--- src/rtl/em_pipe_stage.sv ---
// em_pipe_stage: EX/MEM pipeline register with valid/ready handshake,
// synchronous flush, optional 2-entry skid buffer and a qualified
// forwarding strobe for the hazard unit.
module em_pipe_stage #(
    parameter int DATA_W            = 32,
    parameter int PC_W              = 32,
    parameter int INSTR_W           = 32,
    parameter int REG_AW            = 5,
    parameter int SKID              = 1,
    parameter int ZERO_REG_SUPPRESS = 1
) (
    input  logic               Clk,
    input  logic               Rst_n,
    input  logic               flush,
    // execute side
    input  logic               e_valid,
    output logic               e_ready,
    input  logic [PC_W-1:0]    e_currPC,
    input  logic [INSTR_W-1:0] e_instruction,
    input  logic               e_writeBack,
    input  logic [REG_AW-1:0]  e_writeReg,
    input  logic [DATA_W-1:0]  e_ALUresult,
    input  logic [DATA_W-1:0]  e_data2,
    // memory side
    output logic               m_valid,
    input  logic               m_ready,
    output logic [PC_W-1:0]    m_currPC,
    output logic [INSTR_W-1:0] m_instruction,
    output logic               m_writeBack,
    output logic [REG_AW-1:0]  m_writeReg,
    output logic [DATA_W-1:0]  m_ALUresult,
    output logic [DATA_W-1:0]  m_data2,
    output logic               m_fwd_en
);

    // One pipeline entry; main register and skid share the same layout.
    typedef struct packed {
        logic [PC_W-1:0]    pc;
        logic [INSTR_W-1:0] instr;
        logic               wb;
        logic [REG_AW-1:0]  rg;
        logic [DATA_W-1:0]  alu;
        logic [DATA_W-1:0]  d2;
    } ent_t;

    ent_t w_in;
    ent_t r_main;
    logic w_zero_wr;
    logic w_in_xfer;
    logic w_out_xfer;

    // A write to register 0 is architecturally a no-op, so drop the enable
    // at capture time; downstream never sees a live write to x0.
    assign w_zero_wr = (ZERO_REG_SUPPRESS != 0) && (e_writeReg == '0);

    // Incoming entry assembled from the execute-side fields.
    always_comb begin
        w_in       = '0;
        w_in.pc    = e_currPC;
        w_in.instr = e_instruction;
        w_in.wb    = e_writeBack & ~w_zero_wr;
        w_in.rg    = e_writeReg;
        w_in.alu   = e_ALUresult;
        w_in.d2    = e_data2;
    end

    assign w_in_xfer  = e_valid & e_ready;
    assign w_out_xfer = m_valid & m_ready;

    generate
        if (SKID == 0) begin : g_single
            logic r_valid;

            // Ready passes straight through from the consumer; flush blocks
            // any capture during its cycle.
            assign e_ready = (m_ready | ~r_valid) & ~flush;
            assign m_valid = r_valid;

            // Single entry: valid tracks load/drain, payload only on load.
            always_ff @(posedge Clk or negedge Rst_n) begin
                if (!Rst_n) begin
                    r_valid <= 1'b0;
                    r_main  <= '0;
                end else begin
                    if (flush)
                        r_valid <= 1'b0;
                    else if (w_in_xfer)
                        r_valid <= 1'b1;
                    else if (w_out_xfer)
                        r_valid <= 1'b0;
                    if (w_in_xfer)
                        r_main <= w_in;
                end
            end
        end else begin : g_skid
            typedef enum logic [1:0] {
                ST_EMPTY = 2'd0,
                ST_ONE   = 2'd1,
                ST_FULL  = 2'd2
            } state_t;

            state_t r_state;
            state_t w_state_nx;
            ent_t   r_skid;
            logic   r_e_rdy;
            logic   w_ld_main;
            logic   w_ld_skid;
            logic   w_main_from_skid;
            logic   w_clr_skid;

            // Ready is registered so the backpressure path is cut; only
            // flush gates it combinationally.
            assign e_ready = r_e_rdy & ~flush;
            assign m_valid = (r_state != ST_EMPTY);

            // Next-state and load controls for the 2-entry FIFO.
            always_comb begin
                w_state_nx       = r_state;
                w_ld_main        = 1'b0;
                w_ld_skid        = 1'b0;
                w_main_from_skid = 1'b0;
                w_clr_skid       = 1'b0;
                if (flush) begin
                    w_state_nx = ST_EMPTY;
                    w_clr_skid = 1'b1;
                end else begin
                    case (r_state)
                        ST_EMPTY: begin
                            if (w_in_xfer) begin
                                w_state_nx = ST_ONE;
                                w_ld_main  = 1'b1;
                            end
                        end
                        ST_ONE: begin
                            if (w_in_xfer && w_out_xfer) begin
                                w_ld_main = 1'b1;
                            end else if (w_in_xfer) begin
                                w_state_nx = ST_FULL;
                                w_ld_skid  = 1'b1;
                            end else if (w_out_xfer) begin
                                w_state_nx = ST_EMPTY;
                            end
                        end
                        ST_FULL: begin
                            // e_ready is low here, so only a drain can happen.
                            if (w_out_xfer) begin
                                w_state_nx       = ST_ONE;
                                w_main_from_skid = 1'b1;
                                w_clr_skid       = 1'b1;
                            end
                        end
                        default: begin
                            w_state_nx = ST_EMPTY;
                        end
                    endcase
                end
            end

            // State register and registered ready.
            always_ff @(posedge Clk or negedge Rst_n) begin
                if (!Rst_n) begin
                    r_state <= ST_EMPTY;
                    r_e_rdy <= 1'b1;
                end else begin
                    r_state <= w_state_nx;
                    r_e_rdy <= (w_state_nx != ST_FULL);
                end
            end

            // Main payload: fresh input or promoted skid entry.
            always_ff @(posedge Clk or negedge Rst_n) begin
                if (!Rst_n)
                    r_main <= '0;
                else if (w_ld_main)
                    r_main <= w_in;
                else if (w_main_from_skid)
                    r_main <= r_skid;
            end

            // Skid payload: captures the overflow entry, cleared on promote/flush.
            always_ff @(posedge Clk or negedge Rst_n) begin
                if (!Rst_n)
                    r_skid <= '0;
                else if (w_ld_skid)
                    r_skid <= w_in;
                else if (w_clr_skid)
                    r_skid <= '0;
            end
        end
    endgenerate

    assign m_currPC      = r_main.pc;
    assign m_instruction = r_main.instr;
    assign m_writeBack   = r_main.wb;
    assign m_writeReg    = r_main.rg;
    assign m_ALUresult   = r_main.alu;
    assign m_data2       = r_main.d2;

    // Forward only a live, real register write.
    assign m_fwd_en = m_valid & m_writeBack & (m_writeReg != '0);

endmodule
--- config.mk ---
export PLATFORM = sky130hd
export DESIGN_NAME = em_pipe_stage
export DESIGN_NICKNAME = d
export VERILOG_FILES = /design/src/rtl/em_pipe_stage.sv
export SDC_FILE = /design/constraint.sdc
export NUM_CORES = 1
export LEC_CHECK = 0
export CAP_MARGIN = 20
export CORE_MARGIN = 2
export CORE_UTILIZATION = 54
export CTS_CLUSTER_SIZE = 28
export DETAILED_ROUTE_END_ITERATION = 8
export PLACE_DENSITY = 0.92
export REMOVE_ABC_BUFFERS = 1
export SETUP_SLACK_MARGIN = 0.3
export SLEW_MARGIN = 0
export SYNTH_ARGS = -nofsm -noshare
export SYNTH_HDL_FRONTEND = slang
export SYNTH_SLANG_ARGS = --single-unit
export TNS_END_PERCENT = 30
--- constraint.sdc ---
create_clock -name Clk -period 2.8 [get_ports Clk]
set_clock_uncertainty 0.1 [all_clocks]
set_input_delay 0.42 -clock Clk [delete_from_list [all_inputs] [get_ports Clk]]
set_output_delay 0.42 -clock Clk [all_outputs]
set_load 0.1 [all_outputs]
==> flow_summary.rst <==
.. list-table::
   :header-rows: 1

   * - Metric
     - Value
   * - Run status
     - complete, no violations
   * - Fraction of the mapped netlist area in compound gates
     - 20.4%
   * - Number of H-tree levels
     - 1
   * - 1st-pass router iterations
     - 4
   * - Setup ws final
     - 0.382 ns
   * - Netlist area before placement
     - 0.0116 mm2
   * - Power per unit of standard cell area
     - 899 mW/mm2
   * - Most frequently used flop master after synthesis
     - dfrtp_1
   * - Antenna violations before repair
     - 0
   * - Total DRC errors in the routed layout
     - 0
   * - Total Routed Length
     - 27,800 um
   * - Clock root buffer
     - clkbuf_16
   * - Non-filler cells in the finished layout
     - 1,461
   * - Design Area, Final
     - 0.0152 mm2
   * - Sequential share of power
     - 34.1%
   * - Number of synthesized flops with an enable pin
     - 0
   * - Max stage delay on crit path
     - 0.54 ns
   * - Synthesized area divided by synthesized cell count
     - 12.8 um2
   * - Die Footprint
     - 0.0227 mm2
   * - Final global-route overflow total
     - 0
   * - IO Port Bufs
     - 275
   * - Sum of net half-perimeters after detailed placement
     - 18,200 um
   * - Max Fclk
     - 414 MHz
   * - R2r worst-path depth
     - 6
   * - Final GP Congestion
     - 0.782
   * - Vias in the first global route
     - 8,558
   * - Number of hold-slack violations in the final timing report
     - 0
   * - Yosys warning total
     - 0
   * - Initial core utilization
     - 55.2%
   * - Clock-pin transition on the worst setup and hold timing paths
     - 0.06 ns
   * - Ratio of routed vias to standard cells
     - 5.64
   * - Number of max-cap violations
     - 0
   * - Syn Inst Count
     - 908
   * - Part of the power in the clock network
     - 27.5%
   * - Final setup violating endpoints
     - 0
   * - Clock buffer depth
     - 3
   * - Total number of cells along the worst setup path
     - 3
   * - TritonCTS buffer count
     - 28
   * - Count of routing violations after the opening detailed-route iteration
     - 408
   * - Crit share post-route
     - 86.4%
   * - Sequential fraction of the synthesis area
     - 58.3%
   * - Place WS
     - 0.209 ns
   * - WP buf/inv
     - 1
   * - Post-synthesis share of cell area spent on xor and xnor gates
     - 0%
   * - Worst Max-Slew Pin Slew
     - 0.556 ns
   * - Number of top-level design ports
     - 276
   * - Wire length of the first global-routing pass
     - 44,500 um
   * - Total track usage
     - 24.4%
   * - Sw power
     - 5890 uW
   * - Post-synth ARST share
     - 100%
   * - Dominant delay contributor by cell family on the critical path
     - simple AND/OR/NAND/NOR gates
   * - Area Growth Syn to Fin
     - 31.1%
   * - Worst-Skew Late Latency
     - 0.53 ns
   * - Flip-flop and latch count after synthesis
     - 271
   * - Diodes inserted
     - 0
   * - DP Cell Count
     - 1,409
   * - Area share of fa/ha/maj cells after synthesis
     - 0%
   * - DR WL/cell
     - 19.0 um
   * - Cell Int Power
     - 7810 uW
   * - Static Leakage
     - 0.00671 uW
   * - Flop-to-flop setup slack
     - 0.71 ns
   * - Arr. time, crit path
     - 1.90 ns
   * - Antenna violation net count after detailed routing
     - 0
   * - Setup repair after global routing missed its margin
     - no
   * - Critical setup path kind
     - reg2out
   * - Dominant combinational cell family by area after synthesis
     - compound AO/OA/AOI/OAI gates
   * - Clock tree from TritonCTS
     - done
   * - Share of post-route cells with drive strength above 1
     - 27.9%
   * - Logic pwr share
     - 38.3%
   * - Proportion of synthesized area in mux cells
     - 11.3%
   * - Core occupancy in the finished layout
     - 72.3%
   * - Critical Path End Type
     - primary output
   * - Critical path cell sequence
     - or4_1, o211a_1, buf_6
   * - Cell row count
     - 53
   * - Crit path time final
     - 2.42 ns
   * - Post-synth top area share
     - 58.1%
   * - Placed cell area
     - 0.0143 mm2
   * - Highest-delay cell along the critical path
     - or4_1
   * - Simple-Gate Fraction of Synth Area
     - 5.28%
   * - Floorplan Core Area
     - 0.0211 mm2
   * - Largest net degree at the start of global routing
     - 72
   * - Post-synth cell types
     - 33
   * - Switching part of the total power
     - 43.0%
   * - Number of clock sinks
     - 271
   * - Peak supply drop
     - 0.000634 V
   * - Fin nets
     - 1,304
   * - Worst Path Max Fanout
     - 3
   * - Startpoint types
     - flip-flop
   * - Pins Over Slew Limit
     - 0
   * - Floorplan die width
     - 151 um
   * - Vert. Die Dim
     - 151 um
   * - Area leader, netlist
     - dfrtp_1
   * - Worst relative slew slack
     - 62.9%
   * - Data required time of the critical path
     - 2.28 ns
   * - Vias post-DR
     - 8,242
   * - Class of the most critical hold timing path
     - in2async
   * - Top cells by area, synth
     - dfrtp_1 58%, mux2i_1 11%, a22o_1 10%
==> metal layers <==
metal / share of wire, % / GRT usage [%] / vias up
met5: 0 / 0 / -
met4: 2.9 / 8.08 / 0
met3: 8.4 / 6.67 / 63
met2: 49 / 39.9 / 303
met1: 39 / 31.8 / 4102
li1: - / - / 3774
==> placed cells by master, fill, tap and decap left out, types with 7 or more instances in the layout <==
cell,instances
mux2i_1,131
clkbuf_16,29
nor2_1,135
a22o_1,133
dfrtp_1,270
buf_4,142
clkbuf_1,7
clkinv_2,8
clkdlybuf4s50_1,137
a21oi_1,14
buf_12,19
a21oi_2,116
==> synthesized netlist by cell type (3+ instances only) <==
library cell and instances:
buf_6 18, buf_4 22, nor2_1 135, dfrtp_1 270, a22oi_1 3, mux2i_1 131
inv_1 6, buf_2 27, clkbuf_1 7, a21oi_1 14, a21oi_2 116, o21ai_0 3
a22o_1 133
==> final cells by class <==
| class | count | area (um2) |
|---|---|---|
| Sequential cell | 271 | 6780 |
| Fill cell | 1441 | 5840 |
| Multi-Input combinational cell | 557 | 4310 |
| Timing Repair Buffer | 301 | 2850 |
| Clock buffer | 39 | 793 |
| Tap cell | 275 | 344 |
| Clock inverter | 12 | 139 |
| Inverter | 6 | 22.5 |
==> repair_timing <==
item	CTS	global route
hold buffers	1	0
setup endpoints to repair	0	1
endpoints found under the hold margin	67	0
buffers inserted	0	0
gates resized for setup	0	1
==> per-stage QoR <==
stage	total power [uW]	hold WS (ns)	TNS [ns]
global route	14200	0.390	0
finish	13700	0.350	0
global placement	9920	0.324	0
floorplan	8760	0.0244	-1139.27
detailed placement	10000	0.324	0
CTS	13800	0.347	0
==> registers in the layout, summed over array words and instances (netlist names) <==
register and flops:
g_skid.r_e_rdy 1, m_instruction 32, g_skid.r_state 2, m_currPC 32, m_writeBack 1, m_data2 32, m_writeReg 5, g_skid.r_skid 134
m_ALUresult 32
==> worst paths after layout <==
kind | start | end
worst max-delay path | m_writeReg[0] | m_fwd_en
worst min-delay path | Rst_n | g_skid.r_skid[12]
worst max register to register | g_skid.r_state[1] | m_currPC[2]
worst min register to register | g_skid.r_skid[126] | g_skid.r_skid[126]
max in group asynchronous | Rst_n | g_skid.r_e_rdy
min in group Clk | g_skid.r_skid[126] | g_skid.r_skid[126]
==> power by group through the flow <==
| stage | registers, uW | logic, uW | clock network (uW) |
|---|---|---|---|
| after floorplan | 7720 | 1040 | 0 |
| after CTS | 4680 | 5280 | 3850 |
| after global routing | 4730 | 5450 | 3990 |
| final | 4680 | 5250 | 3770 |
| after global placement | 4720 | 5200 | 0 |
| after detailed placement | 4740 | 5270 | 0 |
==> logic make-up after synthesis <==
group,Yosys count
AO/OA/AOI/OAI,277
flip-flops,271
AND/OR/NAND/NOR,149
multiplexers,131
buffers and inverters,80
(Power assumes the default switching activity.)
